<file path="config.mk">
export PLATFORM = sky130hd
export DESIGN_NAME = encoder_8to3_hs
export DESIGN_NICKNAME = d
export VERILOG_FILES = /design/src/rtl/encoder_8to3_hs.sv
export SDC_FILE = /design/constraint.sdc
export NUM_CORES = 1
export LEC_CHECK = 0
export ABC_AREA = 1
export CORE_AREA = 2 2 39 41
export DETAILED_ROUTE_END_ITERATION = 6
export DIE_AREA = 0 0 41 43
export PLACE_DENSITY_LB_ADDON = 0.25
export RECOVER_POWER = 100
export SLEW_MARGIN = 20
export SYNTH_ARGS = -nofsm -noshare
export SYNTH_HDL_FRONTEND = slang
export SYNTH_SLANG_ARGS = --single-unit
export TNS_END_PERCENT = 1
</file>
<file path="constraint.sdc">
create_clock -name clk -period 2.8 [get_ports clk]
set_input_delay 0.42 -clock clk [delete_from_list [all_inputs] [get_ports clk]]
set_output_delay 0.42 -clock clk [all_outputs]
set_load 0.02 [all_outputs]
</file>
<file path="src/rtl/encoder_8to3_hs.sv">
// Registered 8-to-3 priority encoder with valid/ready handshakes on both sides.
// Optional saturating error counter enabled by `define ENCODER_8TO3_ERR_CNT_EN.
module encoder_8to3_hs #(
  parameter int CNT_W = 8
) (
  input  logic             clk,
  input  logic             rst_n,
  input  logic [7:0]       in_y,
  input  logic             in_valid,
  output logic             in_ready,
  output logic             a0,
  output logic             a1,
  output logic             a2,
  output logic             out_err,
  output logic             out_valid,
  input  logic             out_ready,
  input  logic             cnt_clr
`ifdef ENCODER_8TO3_ERR_CNT_EN
  ,
  output logic [CNT_W-1:0] err_cnt
`endif
);

  typedef enum logic {ST_EMPTY, ST_FULL} state_t;

  state_t     state_reg, state_next;
  logic [2:0] idx_reg, idx_next;
  logic       err_reg, err_next;
  logic [7:0] sel;
  logic [2:0] enc_idx;
  logic       enc_err;
  logic       accept;

  // sel keeps only the highest set bit, so multi-hot words resolve upward.
  genvar gi;
  generate
    for (gi = 0; gi < 8; gi++) begin : g_sel
      if (gi == 7) begin : g_top
        assign sel[gi] = in_y[gi];
      end else begin : g_low
        assign sel[gi] = in_y[gi] & ~(|in_y[7:gi+1]);
      end
    end
  endgenerate

  assign enc_idx = {|(sel & 8'hF0), |(sel & 8'hCC), |(sel & 8'hAA)};
  assign enc_err = (in_y == 8'h00) | ((in_y & (in_y - 8'd1)) != 8'h00);

  assign out_valid = (state_reg == ST_FULL);
  assign in_ready  = ~out_valid | out_ready;
  assign accept    = in_valid & in_ready;

  always_comb begin
    state_next = state_reg;
    idx_next   = idx_reg;
    err_next   = err_reg;
    case (state_reg)
      ST_EMPTY: if (accept) state_next = ST_FULL;
      ST_FULL: begin
        if (accept)         state_next = ST_FULL;
        else if (out_ready) state_next = ST_EMPTY;
      end
      default: state_next = ST_EMPTY;
    endcase
    if (accept) begin
      idx_next = enc_idx;
      err_next = enc_err;
    end
  end

  always_ff @(posedge clk or negedge rst_n) begin
    if (!rst_n) begin
      state_reg <= ST_EMPTY;
      idx_reg   <= 3'd0;
      err_reg   <= 1'b0;
    end else begin
      state_reg <= state_next;
      idx_reg   <= idx_next;
      err_reg   <= err_next;
    end
  end

  assign a0      = idx_reg[2];
  assign a1      = idx_reg[1];
  assign a2      = idx_reg[0];
  assign out_err = err_reg;

`ifdef ENCODER_8TO3_ERR_CNT_EN
  logic [CNT_W-1:0] err_cnt_reg, err_cnt_next;

  // Clear wins over a same-cycle increment.
  always_comb begin
    err_cnt_next = err_cnt_reg;
    if (cnt_clr)
      err_cnt_next = '0;
    else if (accept && enc_err && (err_cnt_reg != {CNT_W{1'b1}}))
      err_cnt_next = err_cnt_reg + 1'b1;
  end

  always_ff @(posedge clk or negedge rst_n) begin
    if (!rst_n) err_cnt_reg <= '0;
    else        err_cnt_reg <= err_cnt_next;
  end

  assign err_cnt = err_cnt_reg;
`else
  logic unused_cnt_clr;
  assign unused_cnt_clr = cnt_clr & (CNT_W >= 2);
`endif

endmodule

</file>
==> metrics.md, run 1 <==
| Metric | Value |
|---|---|
| Status | finished, final reports clean |
| Crit path time final | ~2200 ps |
| Post-CTS Setup Inserts | 0 |
| Final setup TNS | 0 ps |
| Share of layout cells above drive strength 1 | 12.33% |
| Detailed Route Iter0 Violations | 4 |
| Via Count | 386 |
| Count of hold-fix buffers inserted at cts | 0 |
| Count of cell types in the netlist | 17 |
| Vias in the first global route | approximately 330 |
| Critical Path RT | 2380 ps |
| Die X | 41 um |
| Max reg flops | 3 |
| Mapped Cells | 52 |
| Core ar. | ~1400 sq um |
| Port Buffers | 17 |
| CTS max path bufs | 2 |
| Die area | 1763 sq um |
| Final setup viols | 0 |
| CTS Sinks | 5 |
| # fillers | approximately 160 |
| # DRC | 0 |
| Register Area | around 130 sq um |
| Final net count | 87 |
| Root buf cell | clkbuf_4 |
| Diode count | 0 |
| Part of the cycle the worst path needs | 77.69% |
| Slew HR | between 80 and 90% |
| Synthesized Nets | 65 |
| Seq cells post-synth | 5 |
| Worst slew pin tran | 251.6 ps |
| Pin count of the biggest net entering global routing | 9 |
| WS Path Type | input pin to output pin |
| Post_cts resized | 0 |
| Hpwl dp | 642.2 um |
| DRT Wirelength | between 700 and 800 um |
| Count of pins over their slew limit | 0 |
| Worst-path clk slew | 40 ps |
| Synth Area per Inst | 6.858 sq um |
| DRT Pass-1 Iters | 2 |
| Cells on worst reg2reg path | 6 |
| Setup ws final | 624.6 ps |
| GRT overflow | 0 |
| Area growth, synth to finish | 57.89% |
| Post-Synthesis Cell Area | 356.6 sq um |
| Fmax | 459.7 MHz |
| Crit start category | input pin |
| Htree depth | 1 |
| Multi-input logic area | 192.7 sq um |
| First-pass GRT wire length | 1.235 mm |
| Hold Path Class | input pin to asynchronous set/reset pin |
| CTS tree | done |
| Pwr dens | 402.6 nW/um^2 |
| Unrepaired setup endpoints after global routing | false |
| Max cap viols | 0 |
| GP Congestion | 0.7314 |
| Vias/cell | 4.337 |
| WP data arrival | roughly 1800 ps |
| Pre-CTS setup slack | 772.6 ps |
| Die Y | around 43 um |
| Fin. Hold Viols | 0 |
| Crit. End Element | output pin |
| Clock Skews | 1.053 ps |
| Clk_lat worst skew | 240 ps |
| Row count | 14 |
| Syn. warnings | 0 |
| Avg WL per Cell | 8.270 um |
| Antenna-violating nets left | 0 |
| CTS buffer count | 3 |
| Worst vdd ir | 0.0001173 V |
| LEAKAGE | 0.2315 nW |
| Worst-path fanout max | 2 |
| Initial Util | 25.77% |
| Tot GR Track Use | roughly a tenth |
| Initial antenna violation count | 0 |
| Ports | 19 |
| Seq/Total Area, Yosys | 35.09% |
## final cells by class
class	count	area share, %
clock buffers	4	4.667
flip-flops and latches	5	22.22
well taps	16	3.556
inverters	7	5.111
multi-input cells	40	34.22
repair buffers	17	30.22
## Yosys cell counts, drive strengths merged
library cell  instances  share of area [%]
o21bai                1                2.1
a41oi                 1                2.5
nand3                 4                5.6
nand2                13                 14
or2                   1                2.5
a21oi                 3                7.4
a31oi                 1                1.8
nor2                 14                 18
o21ai                 1                1.4
dfrtp                 5                 35
inv                   7                8.1
and2                  1                1.8
## routing by layer
| layer | share of wire (%) | wire (um) | global-route usage (%) |
|---|---|---|---|
| met5 | 0 | 0 | 0 |
| met3 | 6.7 | 49 | 1.571 |
| met2 | 48 | 350 | 15.00 |
| met1 | 42 | 312 | 12.70 |
| met4 | 3.3 | 24 | 10.00 |
## per-stage QoR
stage / area, sq um / std cells / util [%] / power (W) / hold WS (ps)
after CTS: 573.1 / 89 / 41.41 / 0.0002369 / 398.3
after global placement: 546.8 / 85 / 39.51 / 0.0001502 / 503.3
final: 563.0 / 89 / 40.69 / 0.0002267 / 465.6
after floorplan: 356.6 / 52 / - / 0.0001137 / 124.4
after detailed placement: 546.8 / 85 / 39.51 / 0.0001506 / 507.8
after global routing: 563.0 / 89 / 40.69 / 0.0002438 / 475.8
## final timing paths
check                               startpoint                endpoint  slack [ps]
setup reg to reg           out_valid$_DFF_PN0_     out_err$_DFFE_PN0P_        1640
hold reg to reg            out_err$_DFFE_PN0P_     out_err$_DFFE_PN0P_         500
setup / recovery                     out_ready                in_ready         620
max in group asynchronous                rst_n     out_err$_DFFE_PN0P_        2150
hold / removal                           rst_n  idx_reg[0]$_DFFE_PN0P_         470
min in group clk           out_err$_DFFE_PN0P_     out_err$_DFFE_PN0P_         500
## report_power, final
group          switching [W]  internal, W
logic              0.0000312    0.0000311
clock network      0.0000291    0.0000538
registers         0.00000339    0.0000781
total              0.0000636     0.000163
## logic make-up (layout without fill, tap and decap cells)
| family | count (synthesis) | count (layout) | synth area share [%] |
|---|---|---|---|
| AO/OA/AOI/OAI | 7 | 7 | 15.09 |
| buffers and inverters | 7 | 28 | 8.071 |
| flip-flops | 5 | 5 | 35.09 |
| AND/OR/NAND/NOR | 33 | 33 | 41.76 |
## cells in the final DEF, fill, tap and decap left out
cell type / netlist / routed
nand2_1: 13 / 13
nor2_1: 11 / 12
dlygate4sd3_1: 0 / 9
clkdlybuf4s50_1: 0 / 8
inv_1: 5 / 5
dfrtp_1: 5 / 5
nand3_1: 4 / 4
clkbuf_4: 0 / 3
nor2_2: 2 / 2
a21oi_1: 2 / 2
inv_2: 1 / 1
inv_4: 1 / 1
or2_2: 0 / 1
a21oi_4: 1 / 1
and2_1: 1 / 1
a31oi_1: 1 / 1
a41oi_1: 1 / 1
o21ai_1: 1 / 1
o21bai_1: 1 / 1
clkbuf_1: 0 / 1
## critical path: stages
cell and delay (ps):
dlygate4sd3_1 550, inv_2 80, nand2_1 60, dlygate4sd3_1 650
No activity file was read; power rests on OpenSTA's default activity.
==> inputs of run 2 (changes only) <==
- clock period: 2.8 -> 2.22 ns (I/O delays scaled with it)
==> metrics.md, run 2 (synthesis results as in run 1) <==
| Metric | Value |
|---|---|
| Final setup TNS | 0 ps |
| Hpwl dp | approximately 650 um |
| Die Y | around 43 um |
| Met1 usage | 12.38% |
| Most frequent cells in the layout | 13 x nand2_1, 11 x nor2_1, 10 x clkdlybuf4s50_1, 7 x dlygate4sd3_1 |
| Vias/cell | 4.449 |
| DRT Pass-1 Iters | 4 |
| GP Congestion | ~0.73 |
| Post-CTS Setup Inserts | 0 |
| Port Buffers | 17 |
| Initial antenna violation count | 0 |
| CTS Sinks | 5 |
| Final setup viols | 0 |
| Core ar. | 1384 sq um |
| CTS buffer count | 3 |
| Detailed Route Iter0 Violations | 1 |
| Crit. End Element | output pin |
| CTS max path bufs | 2 |
| Status | finished, final reports clean |
| Fin. Hold Viols | 0 |
| Vias in the first global route | 334 |
| Final hold slack | ~380 ps |
| WP data arrival | around 1600 ps |
| Worst setup startpoint | out_ready |
| CTS tree | done |
| Share of layout cells above drive strength 1 | 10.96% |
| GRT overflow | 0 |
| Final net count | 87 |
| CP cell instances | dlygate4sd3_1 -> clkinv_1 -> nand2_1 -> clkdlybuf4s50_1 |
| Cells on worst reg2reg path | 6 |
| M2 GR Usage | approximately 16% |
| WS Path Type | input pin to output pin |
| Diode count | 0 |
| Initial Util | ~26% |
| Crit path time final | roughly 1900 ps |
| Avg WL per Cell | 8.416 um |
| Count of hold-fix buffers inserted at cts | 0 |
| Hold Path Class | input pin to asynchronous set/reset pin |
| Htree depth | 1 |
| Worst vdd ir | 0.0001548 V |
| Area growth, synth to finish | 57.54% |
| Slew HR | 61.10% |
| Critical Path RT | 1890 ps |
| Reg2reg start | out_valid$_DFF_PN0_ |
| Root buf cell | clkbuf_4 |
| Worst-path clk slew | 40 ps |
| Util after Layout | around 41% |
| Max reg flops | 3 |
| Critical path's largest stage delay | 600 ps |
| DRT Wirelength | between 700 and 800 um |
| Clock Skews | 0.5393 ps |
| Ports | 19 |
| Die area | between 1500 and 2000 sq um |
| Pwr dens | about 500 nW/um^2 |
| Die X | approximately 41 um |
| Row count | 14 |
| GR Util met3 | 0% |
| Crit start category | input pin |
| Worst slew pin tran | around 580 ps |
| Slowest cell on crit path | clkdlybuf4s50_1 |
| Via Count | ~400 |
| Gr busiest metal | met2 |
| Unrepaired setup endpoints after global routing | false |
| Fmax | 517.0 MHz |
| First-pass GRT wire length | about 1.2 mm |
| LEAKAGE | 0.2281 nW |
| Part of the cycle the worst path needs | between 80 and 90% |
| Max cap viols | 0 |
| Tot GR Track Use | 10.48% |
| # DRC | 0 |
| Worst-path fanout max | 2 |
| # fillers | 163 |
| Post_cts resized | 0 |
| Pin count of the biggest net entering global routing | 9 |
| Clk_lat worst skew | 240 ps |
| Count of pins over their slew limit | 0 |
| Commonest non-fill, non-tap cell in the layout | nand2_1 |
| Antenna-violating nets left | 0 |
run 2: cell types whose count changed in the layout (fill, tap and decap cells not counted), sizes merged:
cell           change
clkinv             +1
inv                -1
clkdlybuf4s50      +2
dlygate4sd3        -2
run 2: metal layers:
metal / wire length, um / part of all wire [%]
met1: 312 / 42
met5: 0 / 0
met3: 58 / 7.7
met4: 16 / 2.1
met2: 362 / 48
run 2: cell type report:
| class | count | area (sq um) | area share, % |
|---|---|---|---|
| Clock buffer | 4 | 26.28 | 4.677 |
| Inverter | 7 | 28.78 | 5.122 |
| Multi-Input combinational cell | 40 | 191.4 | 34.08 |
| Sequential cell | 5 | 125.1 | 22.27 |
| Tap cell | 16 | 20.02 | 3.563 |
| Timing Repair Buffer | 17 | 170.2 | 30.29 |
run 2: path summary, 6_finish.rpt:
path                            slack, ps                     end
worst max-delay path                  290                in_ready
worst min-delay path                  380  idx_reg[2]$_DFFE_PN0P_
worst max register to register        790     out_err$_DFFE_PN0P_
worst min register to register        510     out_valid$_DFF_PN0_
max in group asynchronous            1650  idx_reg[1]$_DFFE_PN0P_
min in group clk                      510     out_valid$_DFF_PN0_
run 2: through the flow:
step | power [W] | setup WS (ps) | instance area (sq um) | cells
global placement | 0.0001895 | 372.0 | 546.8 | 85
detailed placement | 0.0001904 | 363.0 | 546.8 | 85
CTS | 0.0002968 | 365.6 | 573.1 | 89
finish | 0.0002859 | 285.8 | 561.8 | 89
floorplan | 0.0001434 | 1076 | 356.6 | 52
global route | 0.0003058 | 206.4 | 561.8 | 89
run 2: critical path, delay by kind of cell:
family,cells,cell delay (ps)
buf+inv,3,1200
simple gates,1,70
run 2: report_power, final:
group          internal, W  switching (W)  total [W]
clock network    0.0000679      0.0000362   0.000104
registers        0.0000985     0.00000373   0.000102
logic            0.0000398      0.0000398  0.0000796
total             0.000206      0.0000796   0.000286
==> inputs of run 3 (changes only) <==
- CELL_PAD_IN_SITES_DETAIL_PLACEMENT: unset -> 1
- CELL_PAD_IN_SITES_GLOBAL_PLACEMENT: unset -> 1
- CORE_AREA: 2 2 39 41 -> unset
- CORE_MARGIN: unset -> 2
- CORE_UTILIZATION: unset -> 24
- DIE_AREA: 0 0 41 43 -> unset
==> metrics.md, run 3 (synthesis results as in run 1) <==
| Metric | Value |
|---|---|
| Status | finished, final reports clean |
| Clk_lat worst skew | between 200 and 250 ps |
| Cell mode on critical path | dlygate4sd3_1 |
| Count of hold-fix buffers inserted at cts | 0 |
| Max reg flops | 3 |
| LEAKAGE | 0.2310 nW |
| Antenna-violating nets left | 0 |
| Worst vdd ir | 0.0001175 V |
| Hold Path Class | input pin to asynchronous set/reset pin |
| Critical Path RT | 1890 ps |
| CTS Sinks | 5 |
| # DRC | 0 |
| Row count | 13 |
| Final setup TNS | 0 ps |
| Area growth, synth to finish | 57.19% |
| Detailed Route Iter0 Violations | 1 |
| Part of the cycle the worst path needs | 89.25% |
| Initial Util | 26.41% |
| Die Y | ~43 um |
| Max cap viols | 0 |
| Reg2reg start | out_valid$_DFF_PN0_ |
| CTS max path bufs | 2 |
| GRT overflow | 0 |
| Pin count of the biggest net entering global routing | 9 |
| Worst-path fanout max | 2 |
| WP data arrival | 1650 ps |
| Worst R2R Setup Slack | 790 ps |
| Fin area | 560.5 sq um |
| First-pass GRT wire length | 1.573 mm |
| Pwr dens | 507.3 nW/um^2 |
| CP cell instances | dlygate4sd3_1 -> inv_1 -> nand2_1 -> dlygate4sd3_1 |
| Multi-input logic area | approximately 190 sq um |
| Crit path time final | 1981 ps |
| Root buf cell | clkbuf_4 |
| Commonest non-fill, non-tap cell in the layout | nand2_1 |
| DRT Wirelength | 869 um |
| Register Area | 125.1 sq um |
| Initial antenna violation count | 0 |
| Avg WL per Cell | 9.875 um |
| Vias/cell | 4.500 |
| Tot GR Track Use | between 10% and 20% |
| Port Buffers | 17 |
| Post-CTS Setup Inserts | 0 |
| RR Endpoint | out_err$_DFFE_PN0P_ |
| Post_cts resized | 0 |
| Fmax | 504.7 MHz |
| Critical path's largest stage delay | 680 ps |
| Final net count | 87 |
| Clock Skews | 1.337 ps |
| CTS tree | done |
| Slowest cell on crit path | dlygate4sd3_1 |
| Die area | 1810 sq um |
| Share of layout cells above drive strength 1 | 10.96% |
| Via Count | 396 |
| Core ar. | approximately 1400 sq um |
| Most frequent cells in the layout | 13 x nand2_1, 11 x nor2_1, 9 x clkdlybuf4s50_1, 8 x dlygate4sd3_1, 6 x inv_1 |
| Ports | 19 |
| Hpwl dp | 769.5 um |
| Worst slew pin tran | 618.7 ps |
| Crit. End Element | output pin |
| DRT Pass-1 Iters | 2 |
| Fin. Hold Viols | 0 |
| Worst path top cell family by delay | buffers and inverters |
| Htree depth | 1 |
| WS Path Type | input pin to output pin |
| Slew HR | 58.75% |
| CP bufs+invs | 3 |
| # fillers | 178 |
| Vias in the first global route | between 400 and 500 |
| Count of pins over their slew limit | 0 |
| Crit start category | input pin |
| Diode count | 0 |
| Unrepaired setup endpoints after global routing | false |
| Placement Cell Area | 545.5 sq um |
| Worst-path clk slew | 40 ps |
| CTS buffer count | 3 |
| Final setup viols | 0 |
| GP Congestion | 0.8163 |
| Die X | 42.55 um |
| Cells on worst reg2reg path | 6 |
-- run 3: cell types whose count changed in the layout (fill, tap and decap cells not counted), sizes merged --
| cell | previous run | this run |
|---|---|---|
| inv | 6 | 7 |
| clkdlybuf4s50 | 10 | 9 |
| dlygate4sd3 | 7 | 8 |
| clkinv | 1 | 0 |
-- run 3: routing by layer --
metal	GRT usage [%]	wire length (um)	vias to the layer above	share of wire, %
met5	0	0	-	0
met4	7.500	14	0	1.6
met2	19.38	434	10	50
met3	3.879	32	2	3.7
met1	12.69	388	178	45
li1	-	-	206	-
-- run 3: through the flow --
step | util, % | setup WS (ps) | instances | hold slack [ps] | power [W]
final | 41.52 | 238.8 | 88 | 393.1 | 0.0002844
after global routing | 41.52 | 178.6 | 88 | 398.5 | 0.0003043
after CTS | 42.35 | 336.3 | 88 | 319.7 | 0.0002993
after detailed placement | 40.41 | 337.5 | 84 | 516.7 | 0.0001917
after global placement | 40.41 | 360.7 | 84 | 495.7 | 0.0001902
after floorplan | - | 1076 | 52 | 37.41 | 0.0001434
-- run 3: layout make-up --
cell class | instances | area share [%]
repair buffers | 17 | 30.36
inverters | 7 | 5.134
multi-input cells | 40 | 34.15
clock buffers | 4 | 4.687
well taps | 15 | 3.348
flip-flops and latches | 5 | 22.32
-- run 3: power by group --
part	internal, W	leakage (nW)	switching, W
registers	0.0000985	0.0494	0.00000319
clock network	0.0000678	0.0150	0.0000349
logic	0.0000394	0.167	0.0000406
-- run 3: how the worst max path moves through the flow --
stage | start | cells past startpoint | endpoint | slack, ps
floorplan | out_valid$_DFF_PN0_ | 6 | out_err$_DFFE_PN0P_ | 1080
global placement | out_ready | 4 | in_ready | 360
detailed placement | out_ready | 4 | in_ready | 340
CTS | out_ready | 4 | in_ready | 340
global route | out_ready | 4 | in_ready | 180
finish | out_ready | 4 | in_ready | 240
